**src/rtl/pipe_reg_skid.sv**
```systemverilog
// pipe_reg_skid: pipeline register with a valid/ready handshake and a
// one-entry skid buffer. The main register always holds the head entry and
// drives out_data. The skid register catches the one extra beat that can
// arrive after downstream stalls. in_ready comes only from the state flops,
// so the ready path never combinationally crosses the stage.
module pipe_reg_skid #(
  parameter int unsigned     N           = 32,
  parameter logic [N-1:0]    RESET_VALUE = '0
) (
  input  logic         clk,
  input  logic         rst,
  input  logic         flush,
  input  logic         in_valid,
  output logic         in_ready,
  input  logic [N-1:0] in_data,
  output logic         out_valid,
  input  logic         out_ready,
  output logic [N-1:0] out_data,
  output logic [1:0]   count
);

  // The encoding doubles as the occupancy count.
  typedef enum logic [1:0] {
    EMPTY = 2'd0,
    ONE   = 2'd1,
    FULL  = 2'd2
  } state_t;

  state_t       state_q, state_d;
  logic [N-1:0] main_q, main_d;
  logic [N-1:0] skid_q, skid_d;
  logic         in_xfer, out_xfer;

  assign count     = state_q;
  assign out_valid = (state_q != EMPTY);
  assign in_ready  = (state_q != FULL);
  assign out_data  = main_q;
  assign in_xfer   = in_valid && in_ready;
  assign out_xfer  = out_valid && out_ready;

  // Next occupancy and register contents; flush overrides every handshake.
  always_comb begin
    state_d = state_q;
    main_d  = main_q;
    skid_d  = skid_q;
    if (flush) begin
      state_d = EMPTY;
      main_d  = RESET_VALUE;
      skid_d  = RESET_VALUE;
    end else begin
      case (state_q)
        EMPTY: begin
          if (in_xfer) begin
            main_d  = in_data;
            state_d = ONE;
          end
        end
        ONE: begin
          if (in_xfer && out_xfer) begin
            main_d = in_data;
          end else if (in_xfer) begin
            skid_d  = in_data;
            state_d = FULL;
          end else if (out_xfer) begin
            state_d = EMPTY;
          end
        end
        FULL: begin
          if (out_xfer) begin
            main_d  = skid_q;
            state_d = ONE;
          end
        end
        default: begin
          state_d = EMPTY;
        end
      endcase
    end
  end

  // State and data registers; reset empties the stage immediately.
  always_ff @(posedge clk or posedge rst) begin
    if (rst) begin
      state_q <= EMPTY;
      main_q  <= RESET_VALUE;
      skid_q  <= RESET_VALUE;
    end else begin
      state_q <= state_d;
      main_q  <= main_d;
      skid_q  <= skid_d;
    end
  end

  // Occupancy 3 has no meaning and must never be reached.
  always_ff @(posedge clk) begin
    if (!rst) begin
      assert (state_q != 2'd3);
    end
  end

endmodule

```
**config.mk**
```make
export PLATFORM = sky130hd
export DESIGN_NAME = pipe_reg_skid
export DESIGN_NICKNAME = d
export VERILOG_FILES = /design/src/rtl/pipe_reg_skid.sv
export SDC_FILE = /design/constraint.sdc
export NUM_CORES = 1
export LEC_CHECK = 0
export ABC_AREA = 0
export CAP_MARGIN = 25
export CORE_UTILIZATION = 54
export CTS_CLUSTER_DIAMETER = 60
export DETAILED_ROUTE_END_ITERATION = 10
export PLACE_DENSITY = 0.81
export SLEW_MARGIN = 10
export SYNTH_ARGS = -nofsm -noshare
export SYNTH_HDL_FRONTEND = slang
export SYNTH_SLANG_ARGS = --single-unit
```
**constraint.sdc**
```tcl
create_clock -name clk -period 5.8 [get_ports clk]
set_clock_uncertainty 0.15 [all_clocks]
set_input_delay 1.45 -clock clk [delete_from_list [all_inputs] [get_ports clk]]
set_output_delay 1.45 -clock clk [all_outputs]
set_load 0.01 [all_outputs]
```
**After elaboration in Yosys (flattened, before gate mapping)**

Cells that the tools add are included.
W data, S select, Z words.

- Equality and inequality tests: 9
- Multiplexer cells: 15
- Reductions and logical operators: 11

Operators with widths:

| cell | number |
|---|---|
| $mux W32 | 7 |
| $pmux W32 S3 | 1 |
| $mux W2 | 6 |
| $ne A3 B3 Y1 const B | 4 |
| $reduce_and A4 Y1 | 2 |
| $pmux W2 S3 | 1 |
| $reduce_bool A2 Y1 | 3 |
| $ne A2 B2 Y1 const B | 2 |
| $ne A4 B4 Y1 const B | 1 |
| $reduce_bool A4 Y1 | 1 |
| $logic_and A1 B1 Y1 | 3 |
| $reduce_and A3 Y1 | 1 |
| $eq A2 B1 Y1 const B | 1 |
| $eq A2 B2 Y1 const B | 1 |
| $logic_not A2 Y1 | 1 |

- Register bits: 66
- Bits of input ports: 37
- Output and inout bits: 36
- Word-level logic and storage cells: 38

**Longest topological paths before layout**

- Word-level depth: 7
- Mapped depth: 7
- Gate-level depth less buffers: 5

**Worst setup path after synthesis**

No wires, ideal clock.

- Path type: input-to-reg
- Start: in in_valid
- End: reg main_q[0], in the netlist out_data[0]
- Setup time: 125 ps
- Data arrival time: 2,403 ps
- Required time: 5,525 ps
- Setup slack: 3,122 ps
- Cell stages on the path: 5
- Buffers on the path: 1
- Path through: nor2b_1 o21ai_4 o211ai_4 buf_6 mux2_4

- Word-level cells in the longest chain between the ends: 4
- Elaborated cells between the ends (all ways): 5

Ends and longest elaborated chain:

| element | line | source |
|---|---|---|
| start, declared | 13 | `input logic in_valid,` |
| $logic_and A1 B1 Y1 * | 38 | `assign in_xfer = in_valid && in_ready;` |
| $logic_and A1 B1 Y1 | 59 | `if (in_xfer && out_xfer) begin` |
| $ne A3 B3 Y1 (no line) | - |  |
| $reduce_and A4 Y1 (no line) * | - |  |
| end signal, assigned | 89 | `main_q <= main_d;` |
| end, declared | 30 | `logic [N-1:0] main_q, main_d;` |

Every way passes the cells marked *; elsewhere a longest branch is shown, timed or not.
A chain may end at the register's enable or synchronous reset.

**Worst setup path in the final report**

- Start: reg state_q[0], in the netlist count[0]
- End: out in_ready

- Word-level cells in the longest chain between the ends: 1

Ends and longest elaborated chain:

| element | line | source |
|---|---|---|
| start, declared | 29 | `state_t state_q, state_d;` |
| start signal, assigned | 88 | `state_q <= state_d;` |
| $ne A2 B2 Y1 | 36 | `assign in_ready = (state_q != FULL);` |
| end, declared | 14 | `output logic in_ready,` |

No other way between the ends.

==> out/results.ini <==
[sta]
fmax_mhz = 258
hold_viol = 0
worst_slew_pin_slew_ns = 0.648
setup_ws_ns = 1.93
rsz0062_at_grt = false
slew_headroom_pct = 56.8
fin_crit_sh_pct = 66.8
slew_violations = 0
final.setup.tns_ns = 0
finalCriticalPeriod_ns = 3.87
setup_viol = 0

[synthesis]
synth_edf_count = 0
yosysSeqAreaShare_pct = 51.9
syn_avg_cell_area_um2 = 9.61
synth_cell_types = 20
async_reset_ff_share_pct = 100
synthXorXnorAreaFrac_pct = 0
netlist_instances = 331
yosysTopAreaCellShare_pct = 51.9
synth_compound_area_share_pct = 11.6
synthAdderAreaFrac_pct = 0
yosys_warnings = 0
yosys.area.top_type = dfrtp_1
syn-num-nets = 368
synth.area.top_cells = dfrtp_1, nand2_1, mux2_4
synth_top_family_by_area = simple AND/OR/NAND/NOR gates
synth_seq_cells = 66
ys.flop_type = dfrtp_1
synth_mux_area_share_pct = 15.2
yosys.area_share.simple_pct = 16.8
yosys-top-cells-count = nand2_1, a21oi_1, dfrtp_1
synth.most_common_cell = nand2_1
synthesis.area_um2 = 3180

[drt]
met3_length_um = 368
wirelength_mm = 7.17
wl_met2_mm = 3.59
maxUsedRoutingLayer = met4
ant_nets = 0
drt-initial-drc-count = 206
vias = 2528
drc = 0
wl_met1_mm = 3.15
viasPerCell = 5.32
dr.pass1.iters = 4
wl_per_cell_um = 15.1

[power_and_ir_drop]
pwr-share-clk_pct = 32.8
swShare_pct = 26.6
peakVddDrop_v = 0.000160
power_switching_uw = 276
combPwrFrac_pct = 18.6
seqPwrFrac_pct = 48.6
p_int_uw = 763
powerDensity_nw_per_um2 = 250
leakage_uw = 0.00189

[critical_path]
cp.arrival_ns = 2.27
critPathTopFamily = buffers and inverters
cp_num_buf_inv = 4
cp-end-kind = output pin
worst-setup-path-type = reg2out
cpMaxStageDelayCell = clkdlybuf4s50_1
critPathMaxFanout = 35
critPathRequiredTime_ns = 4.20
slowest_delay_ns = 0.49
startpoint_type = flip-flop
crit_path_cell_trace = nor2b_2 -> buf_4 -> inv_1 -> buf_16 -> clkdlybuf4s50_1

[min_path]
hp-class = reg2reg

[run_status]
status = complete, no violations

[clock_network]
cts_root_buf = clkbuf_8
postCtsHoldBufs = 0
post_cts_buffers = 0
tritoncts = done
clk_path_buf_depth = 2
cts_resized = 0
clk_pin_slew_ns = 0.08
cts.sinks = 66
numCtsBuffers = 9
cts_max_level = 3
insertion_delay_ns = 0.34

[grt]
grt_pass1_wl_mm = 11.6
grt_max_degree = 67
overflow = 0
antenna_found_initial = 0
first_global_vias = 2420
grt_use_total_pct = 25.0

[cells_and_area]
syn_to_final_growth_pct = 30.5
drive_gt1_share_pct = 15.4
nNetsFinal = 435
fin_util_pct = 74.5
n_antenna_cell = 0

[floorplanning]
die-area_um2 = 6200
initial_core_util_pct = 57.0
rows = 27
io_pins = 73
die_h_um = 78.7
die_w_um = 78.7
core_area_um2 = 5570

[placed_design]
gp_congestion = 0.793
place_ws_ns = 1.81
port_buffers = 72
dpl.hpwl_mm = 4.52

[flow_run]
drv_cap = 0

-- final cells by class --
class	count	area, um^2
Sequential cell	66	1650
Tap cell	72	90.1
Clock inverter	5	30.0
Timing Repair Buffer	80	836
Inverter	3	11.3
Fill cell	408	1420
Multi-Input combinational cell	238	1390
Clock buffer	11	141
-- per-layer routing --
layer | vias to the layer above | global-route usage, %
li1 | 1214 | -
met1 | 1225 | 32.7
met2 | 83 | 38.5
met3 | 6 | 8.39
met4 | 0 | 9.81
met5 | - | 0
-- kinds of logic after synthesis --
kind of cell | count (synthesis)
compound gates | 68
buf+inv | 27
flops | 66
mux | 33
simple gates | 137
-- sequential cells by signal, indices dropped and copies added (netlist names) --
name	count
count	2
out_data	32
skid_q	32
-- metrics by stage --
step / cells / hold WS (ns) / cell area [um^2] / power (uW)
5_1_grt: 475 / 0.374 / 4150 / 1090
3_3_place_gp: 456 / 0.346 / 3900 / 697
3_5_place_dp: 457 / 0.341 / 3920 / 703
2_1_floorplan: 331 / 0.352 / 3180 / 612
6_report: 475 / 0.361 / 4150 / 1040
4_1_cts: 473 / 0.364 / 4100 / 1040
-- worst paths after layout --
kind	from	to	slack (ns)	depth (start not counted)
setup / recovery	count[0]$_DFFE_PP0P_	in_ready	1.93	5
hold / removal	out_data[12]$_DFFE_PP0P_	out_data[12]$_DFFE_PP0P_	0.36	1
setup reg to reg	count[0]$_DFFE_PP0P_	out_data[27]$_DFFE_PP0P_	3.59	6
hold reg to reg	out_data[12]$_DFFE_PP0P_	out_data[12]$_DFFE_PP0P_	0.36	1
max in group asynchronous	rst	skid_q[22]$_DFFE_PP0P_	3.27	3
min in group asynchronous	rst	out_data[11]$_DFFE_PP0P_	1.32	2
-- layout by cell type, fill, tap and decap left out, drive strengths merged --
cell           Yosys  final
a21oi             66     66
nor3               1      1
mux2              32     32
clkinv             0      3
nor2b              2      2
clkdlybuf4s50      0     71
nand2b             2      2
o211ai             1      1
clkinvlp           0      2
o21ai              1      1
buf               15      9
inv                3      3
mux2i              1      1
or2                2      2
dfrtp             66     66
or2b               1      1
nand2            128    128
clkbuf             9     11
nor2               1      1
-- power groups by stage --
stage               combinational [uW]  clock (uW)  sequential (uW)
CTS                                191         347              505
floorplan                         91.3           0              520
finish                             193         341              505
global placement                   185           0              512
global route                       208         373              508
detailed placement                 190           0              513
Note: power is estimated with default switching activity, not from simulation.
